### config.mk
export PLATFORM = sky130hd
export DESIGN_NAME = vmem_console_writer
export DESIGN_NICKNAME = d
export VERILOG_FILES = /design/src/rtl/console_pkg.sv /design/src/rtl/console_addr.sv /design/src/rtl/vmem_console_writer.sv
export SDC_FILE = /design/constraint.sdc
export NUM_CORES = 1
export LEC_CHECK = 0
export ABC_CLOCK_PERIOD_IN_PS = 7200
export BUFFER_PORTS_ARGS = -buffer_cell sky130_fd_sc_hd__buf_4
export CAP_MARGIN = 25
export CORE_UTILIZATION = 30
export CTS_BUF_LIST = sky130_fd_sc_hd__clkbuf_8
export DETAILED_ROUTE_END_ITERATION = 8
export GPL_TIMING_DRIVEN = 0
export SYNTH_ARGS = -nofsm -noshare
export SYNTH_HDL_FRONTEND = slang
export SYNTH_SLANG_ARGS = --single-unit
### constraint.sdc
create_clock -name wrclk -period 7.2 [get_ports wrclk]
set_clock_uncertainty 0.05 [all_clocks]
set_input_delay 0 -clock wrclk [delete_from_list [all_inputs] [get_ports wrclk]]
set_output_delay 0 -clock wrclk [all_outputs]
set_load 0.01 [all_outputs]
### src/rtl/console_pkg.sv
// Shared types and constants for the text console writer: FSM states,
// control character codes and default screen geometry.
package console_pkg;

  typedef enum logic [2:0] {
    IDLE,
    PUT,
    SET_ZERO,
    CLR_LINE,
    CLR_ALL
  } state_t;

  localparam logic [7:0] CH_BS    = 8'h08;
  localparam logic [7:0] CH_LF    = 8'h0A;
  localparam logic [7:0] CH_FF    = 8'h0C;
  localparam logic [7:0] CH_CR    = 8'h0D;
  localparam logic [7:0] CH_SPACE = 8'h20;
  localparam logic [7:0] CH_TILDE = 8'h7E;

  localparam int DEF_COLS   = 70;
  localparam int DEF_ROWS   = 30;
  localparam int DEF_STRIDE = 128;
  localparam int DEF_BASE   = 4;

  localparam int ADDR_W = 20;
  localparam int ROW_W  = 5;
  localparam int COL_W  = 7;

  function automatic logic is_printable(input logic [7:0] c);
    return (c >= CH_SPACE) && (c <= CH_TILDE);
  endfunction

endpackage

### src/rtl/console_addr.sv
// Maps a logical (row, col) plus the scroll offset onto a video memory
// address; the ring wrap is a single compare-and-subtract.
module console_addr
  import console_pkg::*;
#(
  parameter int ROWS   = DEF_ROWS,
  parameter int STRIDE = DEF_STRIDE,
  parameter int BASE   = DEF_BASE
) (
  input  logic [ROW_W-1:0]  row,
  input  logic [ROW_W-1:0]  zero,
  input  logic [COL_W-1:0]  col,
  output logic [ADDR_W-1:0] addr
);

  localparam logic [ROW_W:0] ROWS_W = (ROW_W + 1)'(ROWS);

  logic [ROW_W:0]   sum;
  logic [ROW_W:0]   wrapped;
  logic [ROW_W-1:0] prow;

  // Both operands are below ROWS, so one subtraction is enough to wrap.
  always_comb begin
    sum     = {1'b0, row} + {1'b0, zero};
    wrapped = (sum >= ROWS_W) ? (sum - ROWS_W) : sum;
    prow    = wrapped[ROW_W-1:0];
    addr    = ADDR_W'(BASE) + ADDR_W'(prow) * ADDR_W'(STRIDE) + ADDR_W'(col);
  end

endmodule

### src/rtl/vmem_console_writer.sv
// Character stream to text video memory writer: cursor tracking, control
// codes, hardware scrolling through the scroll register and screen clear.
module vmem_console_writer
  import console_pkg::*;
#(
  parameter int COLS   = DEF_COLS,
  parameter int ROWS   = DEF_ROWS,
  parameter int STRIDE = DEF_STRIDE,
  parameter int BASE   = DEF_BASE
) (
  input  logic              wrclk,
  input  logic              rst,
  input  logic [7:0]        char_in,
  input  logic              char_valid,
  output logic              char_ready,
  output logic [ADDR_W-1:0] wraddr,
  output logic [7:0]        datain,
  output logic              we,
  output logic [ROW_W-1:0]  cur_row,
  output logic [COL_W-1:0]  cur_col
);

  localparam logic [ROW_W-1:0] LAST_ROW = ROW_W'(ROWS - 1);
  localparam logic [ROW_W-1:0] ROWS_R   = ROW_W'(ROWS);
  localparam logic [COL_W-1:0] LAST_COL = COL_W'(COLS - 1);

  state_t            state_q, state_d;
  logic [ROW_W-1:0]  row_q, row_d;
  logic [COL_W-1:0]  col_q, col_d;
  logic [ROW_W-1:0]  zero_q, zero_d;
  logic [ROW_W-1:0]  cnt_row_q, cnt_row_d;
  logic [COL_W-1:0]  cnt_col_q, cnt_col_d;
  logic              pre_q, pre_d;
  logic              scroll_q, scroll_d;
  logic              we_q, we_d;
  logic              ready_q, ready_d;
  logic [ADDR_W-1:0] addr_q, addr_d;
  logic [7:0]        data_q, data_d;

  logic [ROW_W-1:0]  zero_inc;
  logic [ROW_W-1:0]  all_row;
  logic [COL_W-1:0]  bs_col, line_col, all_col;
  logic [ADDR_W-1:0] cur_addr, bs_addr, line_addr, all_addr;
  logic              accept;

  assign accept   = char_valid && ready_q;
  assign zero_inc = (zero_q == LAST_ROW) ? '0 : zero_q + 1'b1;
  assign bs_col   = col_q - 1'b1;
  assign line_col = (state_q == CLR_LINE) ? cnt_col_q + 1'b1 : '0;

  // pre_q marks a clear that has not yet issued its first cell.
  assign all_col = (pre_q || cnt_col_q == LAST_COL) ? '0 : cnt_col_q + 1'b1;
  assign all_row = pre_q ? '0 :
                   (cnt_col_q == LAST_COL) ? cnt_row_q + 1'b1 : cnt_row_q;

  console_addr #(.ROWS(ROWS), .STRIDE(STRIDE), .BASE(BASE)) u_cur (
    .row(row_q), .zero(zero_q), .col(col_q), .addr(cur_addr)
  );

  console_addr #(.ROWS(ROWS), .STRIDE(STRIDE), .BASE(BASE)) u_bs (
    .row(row_q), .zero(zero_q), .col(bs_col), .addr(bs_addr)
  );

  // The line scrolled in is the bottom logical row under the new offset.
  console_addr #(.ROWS(ROWS), .STRIDE(STRIDE), .BASE(BASE)) u_line (
    .row(LAST_ROW), .zero(zero_q), .col(line_col), .addr(line_addr)
  );

  console_addr #(.ROWS(ROWS), .STRIDE(STRIDE), .BASE(BASE)) u_all (
    .row(all_row), .zero('0), .col(all_col), .addr(all_addr)
  );

  always_comb begin
    state_d   = state_q;
    row_d     = row_q;
    col_d     = col_q;
    zero_d    = zero_q;
    cnt_row_d = cnt_row_q;
    cnt_col_d = cnt_col_q;
    pre_d     = pre_q;
    scroll_d  = scroll_q;
    we_d      = 1'b0;
    addr_d    = addr_q;
    data_d    = data_q;

    unique case (state_q)
      IDLE: begin
        if (accept) begin
          if (is_printable(char_in)) begin
            we_d    = 1'b1;
            addr_d  = cur_addr;
            data_d  = char_in;
            state_d = PUT;
            if (col_q == LAST_COL) begin
              col_d = '0;
              if (row_q != LAST_ROW) row_d = row_q + 1'b1;
              else                   scroll_d = 1'b1;
            end else begin
              col_d = col_q + 1'b1;
            end
          end else begin
            unique case (char_in)
              CH_LF: begin
                col_d = '0;
                if (row_q != LAST_ROW) begin
                  row_d   = row_q + 1'b1;
                  state_d = PUT;
                end else begin
                  we_d    = 1'b1;
                  addr_d  = '0;
                  data_d  = 8'(zero_inc);
                  zero_d  = zero_inc;
                  state_d = SET_ZERO;
                end
              end
              CH_CR: col_d = '0;
              CH_BS: begin
                if (col_q != '0) begin
                  col_d   = bs_col;
                  we_d    = 1'b1;
                  addr_d  = bs_addr;
                  data_d  = CH_SPACE;
                  state_d = PUT;
                end
              end
              CH_FF: begin
                pre_d   = 1'b1;
                state_d = CLR_ALL;
              end
              default: ;
            endcase
          end
        end
      end

      PUT: begin
        if (scroll_q) begin
          scroll_d = 1'b0;
          we_d     = 1'b1;
          addr_d   = '0;
          data_d   = 8'(zero_inc);
          zero_d   = zero_inc;
          state_d  = SET_ZERO;
        end else begin
          state_d = IDLE;
        end
      end

      SET_ZERO: begin
        cnt_col_d = '0;
        we_d      = 1'b1;
        addr_d    = line_addr;
        data_d    = CH_SPACE;
        state_d   = CLR_LINE;
      end

      CLR_LINE: begin
        if (cnt_col_q == LAST_COL) begin
          state_d = IDLE;
        end else begin
          cnt_col_d = line_col;
          we_d      = 1'b1;
          addr_d    = line_addr;
          data_d    = CH_SPACE;
        end
      end

      CLR_ALL: begin
        if (!pre_q && cnt_row_q == ROWS_R) begin
          state_d = IDLE;
        end else begin
          pre_d     = 1'b0;
          cnt_row_d = all_row;
          cnt_col_d = all_col;
          we_d      = 1'b1;
          // Row counter reaching ROWS means every cell is blank: reset the scroll register.
          if (all_row == ROWS_R) begin
            addr_d = '0;
            data_d = 8'h00;
            zero_d = '0;
            row_d  = '0;
            col_d  = '0;
          end else begin
            addr_d = all_addr;
            data_d = CH_SPACE;
          end
        end
      end

      default: state_d = IDLE;
    endcase

    ready_d = (state_d == IDLE);
  end

  always_ff @(posedge wrclk) begin
    if (rst) begin
      state_q   <= CLR_ALL;
      pre_q     <= 1'b1;
      scroll_q  <= 1'b0;
      row_q     <= '0;
      col_q     <= '0;
      zero_q    <= '0;
      cnt_row_q <= '0;
      cnt_col_q <= '0;
      we_q      <= 1'b0;
      ready_q   <= 1'b0;
      addr_q    <= '0;
      data_q    <= '0;
    end else begin
      state_q   <= state_d;
      pre_q     <= pre_d;
      scroll_q  <= scroll_d;
      row_q     <= row_d;
      col_q     <= col_d;
      zero_q    <= zero_d;
      cnt_row_q <= cnt_row_d;
      cnt_col_q <= cnt_col_d;
      we_q      <= we_d;
      ready_q   <= ready_d;
      addr_q    <= addr_d;
      data_q    <= data_d;
    end
  end

  assign char_ready = ready_q;
  assign we         = we_q;
  assign wraddr     = addr_q;
  assign datain     = data_q;
  assign cur_row    = row_q;
  assign cur_col    = col_q;

endmodule

=== Word-level counts from Yosys, hierarchy flattened ===
Index checks and enable logic that the tools add are counted.

* Word-level logic and storage cells: 170
* Register bits: 64

* Muxes and demuxes: 81
* Equal/unequal tests: 31
* Reductions and logical operators: 22
* Order comparisons: 5
* Add/sub/neg operators: 18
* Bitwise gates (word level): 1

{| class="wikitable"
|+ Operator list
! kind !! number
|-
| two-way mux 20 bit || 8
|-
| one-hot mux 20 bit (5 select lines) || 1
|-
| two-way mux 5 bit || 18
|-
| adder 20 x 7 -> 20 bit || 4
|-
| two-way mux 7 bit || 10
|-
| two-way mux 8 bit || 7
|-
| one-hot mux 20 bit (2 select lines) || 1
|-
| one-hot mux 8 bit (5 select lines) || 1
|-
| adder 3 x 12 -> 13 bit, first input constant || 3
|-
| == test 8 x 4 -> 1 bit, second input constant || 4
|-
| one-hot mux 7 bit (2 select lines) || 2
|-
| one-hot mux 7 bit (3 select lines) || 1
|-
| inequality test 2 bit, second input constant || 9
|-
| one-hot mux 8 bit (2 select lines) || 1
|-
| AND reduction 8 bit || 2
|-
| adder 5 x 1 -> 5 bit, second input constant || 3
|-
| == test 5 bit, second input constant || 3
|-
| two-way mux 1 bit || 15
|-
| two-way mux 3 bit || 5
|-
| one-hot mux 3 bit (5 select lines) || 1
|-
| one-hot mux 5 bit (3 select lines) || 1
|-
| subtractor 5 bit, second input constant || 3
|-
| adder 7 x 1 -> 7 bit, second input constant || 2
|-
| == test 7 bit, second input constant || 2
|-
| other kinds (37) || 51
|}

=== Depth between registers and ports, before layout ===
* Depth after elaboration: 10
* Gate-level depth with buffers: 13

=== Cells and area by module ===
Synthesis repeated with hierarchy kept, for this count alone.

* Cell total of the unflattened synthesis: 959
* Area, all modules: 7,258.2 um^2

{| class="wikitable"
|+ Modules (own cells, without submodules)
! module !! cells each !! times used !! area an instance (um^2)
|-
| vmem_console_writer || 606 || 1 || 4,635.7
|-
| console_addr at u_all ... || 89 || 3 || 659.4
|-
| console_addr at u_cur || 86 || 1 || 644.4
|}

=== Least setup slack after synthesis ===
No wires, ideal clock.

* Kind: reg-to-reg
* From: register cnt_row_q[0]
* To: register addr_q[11], in the netlist wraddr[11]
* Cell stages (with the launch flop): 13
* Period minus slack after synthesis: 3,322 ps
* Setup time: 79 ps
* Buffers on the path: 1
* Slack: 3,878 ps
* Required time: 7,071 ps
* Data arrival time: 3,193 ps
* Cell sequence: dfxtp_1 -> clkbuf_1 -> inv_1 -> ha_1 -> or3_4 -> a21oi_4 -> ha_1 -> inv_1 -> nor4_2 -> o211ai_2 -> or4_1 -> a31o_1 -> a211oi_2

* Cells in the longest elaborated chain, start to end: 10

{| class="wikitable"
|+ RTL lines
! what !! line !! source
|-
| start: declaration || vmem_console_writer.sv:31 || <nowiki>logic [ROW_W-1:0] cnt_row_q, cnt_row_d;</nowiki>
|-
| start signal: assignment || vmem_console_writer.sv:217 || <nowiki>cnt_row_q <= cnt_row_d;</nowiki>
|-
| adder 5 x 1 -> 5 bit * || vmem_console_writer.sv:54 || <nowiki>(cnt_col_q == LAST_COL) ? cnt_row_q + 1'b1 : cnt_row_q;</nowiki>
|-
| two-way mux 5 bit * || vmem_console_writer.sv:54 ||
|-
| two-way mux 5 bit * || vmem_console_writer.sv:53 || <nowiki>assign all_row = pre_q ? '0 :</nowiki>
|-
| via all_row[1] || vmem_console_writer.sv:41 || <nowiki>logic [ROW_W-1:0] all_row;</nowiki>
|-
| subtractor 5 bit / >= comparator 5 bit (equally long branches) || console_addr.sv:25 || <nowiki>wrapped = (sum >= ROWS_W) ? (sum - ROWS_W) : sum;</nowiki>
|-
| two-way mux 5 bit || console_addr.sv:25 ||
|-
| adder 3 x 12 -> 13 bit || console_addr.sv:27 || <nowiki>addr = ADDR_W'(BASE) + ADDR_W'(prow) * ADDR_W'(STRIDE) + ADDR_W'(col);</nowiki>
|-
| adder 20 x 7 -> 20 bit || console_addr.sv:27 ||
|-
| two-way mux 20 bit * || vmem_console_writer.sv:177 || <nowiki>if (all_row == ROWS_R) begin</nowiki>
|-
| two-way mux 20 bit * || vmem_console_writer.sv:169 || <nowiki>if (!pre_q && cnt_row_q == ROWS_R) begin</nowiki>
|-
| one-hot mux 20 bit (5 select lines) * || vmem_console_writer.sv:86 || <nowiki>unique case (state_q)</nowiki>
|-
| end signal: assignment || vmem_console_writer.sv:221 || <nowiki>addr_q <= addr_d;</nowiki>
|-
| end: declaration || vmem_console_writer.sv:37 || <nowiki>logic [ADDR_W-1:0] addr_q, addr_d;</nowiki>
|}

Mark *: on every way through the listed nets, which the timed path passes. The rest lies on a longest branch. The select of a mux whose other input is x is not followed.
A chain may end at the register's enable or synchronous reset.

=== Worst setup path after layout ===
* From: register col_q[2], in the netlist cur_col[2]
* To: register data_q[6], in the netlist datain[6]

* Cells in the longest elaborated chain, start to end: 3

{| class="wikitable"
|+ RTL lines
! what !! line !! source
|-
| start: declaration || vmem_console_writer.sv:29 || <nowiki>logic [COL_W-1:0] col_q, col_d;</nowiki>
|-
| start signal: assignment || vmem_console_writer.sv:215 || <nowiki>col_q <= col_d;</nowiki>
|-
| nonzero test 7 bit || vmem_console_writer.sv:118 || <nowiki>if (col_q != '0) begin</nowiki>
|-
| inequality test 4 bit (no line) || - ||
|-
| AND reduction 8 bit (no line) || - ||
|-
| end signal: assignment || vmem_console_writer.sv:222 || <nowiki>data_q <= data_d;</nowiki>
|-
| end: declaration || vmem_console_writer.sv:38 || <nowiki>logic [7:0] data_q, data_d;</nowiki>
|}

Every way passes these cells.

==> flow_summary.rst <==
.. list-table::
   :header-rows: 1

   * - Metric
     - Value
   * - Top cell type's share of synthesized area
     - 21.2%
   * - Clock slew at the register clock pins of the worst setup and hold paths
     - 80 ps
   * - Dominant cell type by count on the critical path
     - sky130_fd_sc_hd__clkbuf_1
   * - DR vias
     - 5,692
   * - Sum Neg Setup Slack
     - 0 ps
   * - # clock sinks
     - 57
   * - Internal Pwr Total
     - 503 uW
   * - NumNets Final
     - 828
   * - Number of unique standard cell types used by synthesis
     - 93
   * - Share of the synthesized netlist area taken by xor and xnor gates
     - 7.46%
   * - Arrival time reported for the critical path endpoint
     - 4140 ps
   * - Setup crit end kind
     - register
   * - Reg power frac
     - 45.7%
   * - Maximum single-stage delay on the critical path
     - 580 ps
   * - Final setup violating endpoints
     - 0
   * - Most used flip-flop cell after synthesis
     - sky130_fd_sc_hd__dfxtp_1
   * - Number of synthesized flops with an enable pin
     - 0
   * - Top area cells in the synthesized netlist
     - sky130_fd_sc_hd__dfxtp_1 21%, sky130_fd_sc_hd__nor2_1 6.9%, sky130_fd_sc_hd__ha_1 6.1%, sky130_fd_sc_hd__a21oi_1 5.2%, sky130_fd_sc_hd__nand2_1 4.3%
   * - TritonCTS clock tree
     - built
   * - Post-detail-place hpwl
     - 13,300 um
   * - Final hold violation count
     - 0
   * - Largest net degree at the start of global routing
     - 12
   * - Number of buffers added by the clock tree synthesis step
     - 9
   * - Post-Synth Adder-Cell Area
     - 6.43%
   * - Final wirelength
     - 17,800 um
   * - Maximum buffer depth of the clock tree
     - 2
   * - Final cycle utilization of the critical path
     - 54.2%
   * - Synth Instances
     - 727
   * - Complex-gate fraction of the synthesized area
     - 27.8%
   * - Post-layout minimum cycle time
     - 3900 ps
   * - Root buffer selected by CTS
     - sky130_fd_sc_hd__clkbuf_8
   * - Share of final-layout standard cells stronger than drive strength 1
     - 14.2%
   * - Top-Level Pins
     - 53
   * - Max_cap viols
     - 0
   * - Placed Cells
     - 1,000
   * - Vias in the first global route
     - 5,077
   * - Port buffer count
     - 42
   * - Crit path max-delay cell type
     - sky130_fd_sc_hd__dlygate4sd3_1
   * - Final estimated routing congestion in global placement
     - 0.913
   * - CORE AREA
     - 0.0174 mm^2
   * - Fmax
     - 0.256 GHz
   * - Die Y
     - 136 um
   * - Critical path data required time
     - 7440 ps
   * - Cts repair resizes
     - 0
   * - Vias per cell
     - 5.58
   * - Unrepaired setup endpoints after global routing
     - no
   * - Highest net fanout along the worst path
     - 10
   * - Number of storage elements in the synthesis netlist
     - 57
   * - Number of max-slew violations in the final report
     - 0
   * - Post-synthesis average cell area
     - 7.39 um^2
   * - All-Layer GR Usage
     - 19.7%
   * - Dominant combinational cell family by area after synthesis
     - simple AND/OR/NAND/NOR gates
   * - Starting density of the core
     - 30.8%
   * - Asr flop ratio synth
     - 0%
   * - DRC Markers
     - 0
   * - First-pass GRT wire length
     - 27,700 um
   * - Startpoint type of the worst setup path
     - register
   * - Share of synthesized cell area in and, or, nand and nor gates
     - 28.5%
   * - Number of setup buffers added after CTS
     - 0
   * - Category of cells accounting for the largest share of critical-path delay
     - buffers and inverters
   * - Library cell occupying the most area in the post-synthesis netlist
     - sky130_fd_sc_hd__dfxtp_1
   * - Switching share of total power
     - 28.0%
   * - Area grow syn2layout
     - 16.0%
   * - Type of the setup path with the least slack
     - reg2reg
   * - Net Switching
     - 196 uW
   * - Clock Power Share
     - 47.3%
   * - Share of the core filled with cells
     - 35.8%
   * - Result of the run
     - finished clean
   * - Class of the most critical hold timing path
     - in2reg
   * - Comb pwr share
     - 7.0%
   * - DR iter-0 viols
     - 656
   * - Sequence of cells on the critical path
     - clkbuf_1, inv_1, ha_1, nand4bb_1, clkbuf_1, o41ai_2, a31oi_1, o22a_1, buf_2, clkbuf_1, nand4_1, dlygate4sd3_1, a21oi_1
   * - Pin slew with the least headroom to its limit
     - 844 ps
   * - Router iterations before antenna repair
     - 5
   * - Share of synthesized area spent on multiplexers
     - 1.93%
   * - FP Rows
     - 48
   * - Horiz. Die Dim
     - 136 um
   * - Sequential element share of the synthesized area
     - 21.2%
   * - Most used standard cell by instance count after synthesis
     - sky130_fd_sc_hd__nor2_1
   * - Number of synthesis warnings
     - 0
   * - Leakage component of the power
     - 0.00234 uW
   * - Area of the die
     - 0.0184 mm^2
   * - Post-synth top cells
     - 99 x sky130_fd_sc_hd__nor2_1, 61 x sky130_fd_sc_hd__nand2_1, 57 x sky130_fd_sc_hd__dfxtp_1, 56 x sky130_fd_sc_hd__a21oi_1, 38 x sky130_fd_sc_hd__clkbuf_1
   * - Worst-Skew Late Latency
     - 380 ps
   * - Peak supply drop
     - 0.0000871 V
   * - Level count of the clock H-tree
     - 3
   * - Average detailed-routed wire length per instance
     - 17.5 um
   * - Relative slew slack
     - 43.2%
   * - Number of antenna repair diodes
     - 0
   * - Total overflow reported by the global router
     - 0
   * - Number of antenna violations at the first check in global routing
     - 0
   * - Combined buffer and inverter count along the critical path
     - 6
   * - Remaining number of nets flagged by the antenna check after routing
     - 0
   * - Pwr/cell area
     - 112 mW/mm^2
   * - Final Instance Count excl. Fillers
     - 1,020
   * - Post-synthesis instance area
     - 0.00537 mm^2
-- stage by stage --
step           worst slack, ps  hold WS (ps)  power, uW  instance area (um^2)
2_1_floorplan             3880           104        356                  5390
3_3_place_gp              3420           258        374                  5990
3_5_place_dp              3420           254        373                  5990
4_1_cts                   3370           104        703                  6220
5_1_grt                   3110           134        723                  6230
6_report                  3300           108        699                  6230
-- worst paths after layout --
path                                  from   endpoint  slack [ps]  depth (start not counted)
worst max register to register  cur_col[2]  datain[6]        3300                         13
worst max-delay path            cur_col[2]  datain[6]        3300                         13
worst min-delay path            char_in[5]  datain[5]         110                          5
worst min register to register   datain[7]  datain[7]         430                          1
-- cell families after synthesis --
kind of cell               count (synthesis)
DFF                                       57
AOI/OAI and AO/OA                        210
adders and majority gates                 27
muxes                                     10
and+or+nand+nor                          301
xor gates and xnor gates                  42
other                                      1
buffers and inverters                     79
-- worst min-delay path, cell delays in order --
cell,delay [ps]
sky130_fd_sc_hd__buf_4,100
sky130_fd_sc_hd__nand2_1,50
sky130_fd_sc_hd__a21oi_1,140
sky130_fd_sc_hd__nor4_1,60
sky130_fd_sc_hd__nor3_1,130
-- state kept, by name, indices dropped and copies added (netlist names), 3 cells and up --
| name | flops |
|---|---|
| wraddr | 13 |
| cnt_row_q | 5 |
| cnt_col_q | 7 |
| zero_q | 5 |
| datain | 8 |
| state_q | 3 |
| cur_row | 5 |
| cur_col | 7 |
-- cell usage in the layout, fill, tap and decap left out, drive strengths merged, types with 22 or more instances in the layout --
cell type and instances:
dfxtp 57, o21ai 30, nand2 61, a21oi 59
xor2 26, nor2 101, clkbuf 48, nor3 28
inv 22, ha 26, nand3 26, buf 63
-- per-layer routing --
layer,vias to the layer above,part of all wire [%],track usage (%)
met5,-,0,0
met4,0,4.0,10.2
met3,47,6.9,3.52
met2,221,41,28.2
met1,2645,48,27.9
li1,2779,-,-
-- cell type report --
class	count	area, um^2
clock buffer	10	138
timing repair buffer	46	350
inverter	21	78.8
tap	225	282
multi-input combinational	597	3900
fill	1894	11200
buffer	58	272
clock inverter	6	66.3
sequential	57	1140
-- power groups by stage --
stage          logic (uW)  clock network (uW)  registers, uW
4_1_cts              47.9                 336            319
2_1_floorplan        28.9                   0            327
3_3_place_gp         47.0                   0            327
3_5_place_dp         46.8                   0            327
6_report             48.7                 331            319
5_1_grt              52.6                 351            320
-- what timing repair did --
| action | in CTS | in global routing |
|---|---|---|
| endpoints found under the setup margin | 0 | 0 |
| hold buffers | 3 | 0 |
| hold endpoints to repair | 3 | 0 |
Power figures use the tool's default switching activity.
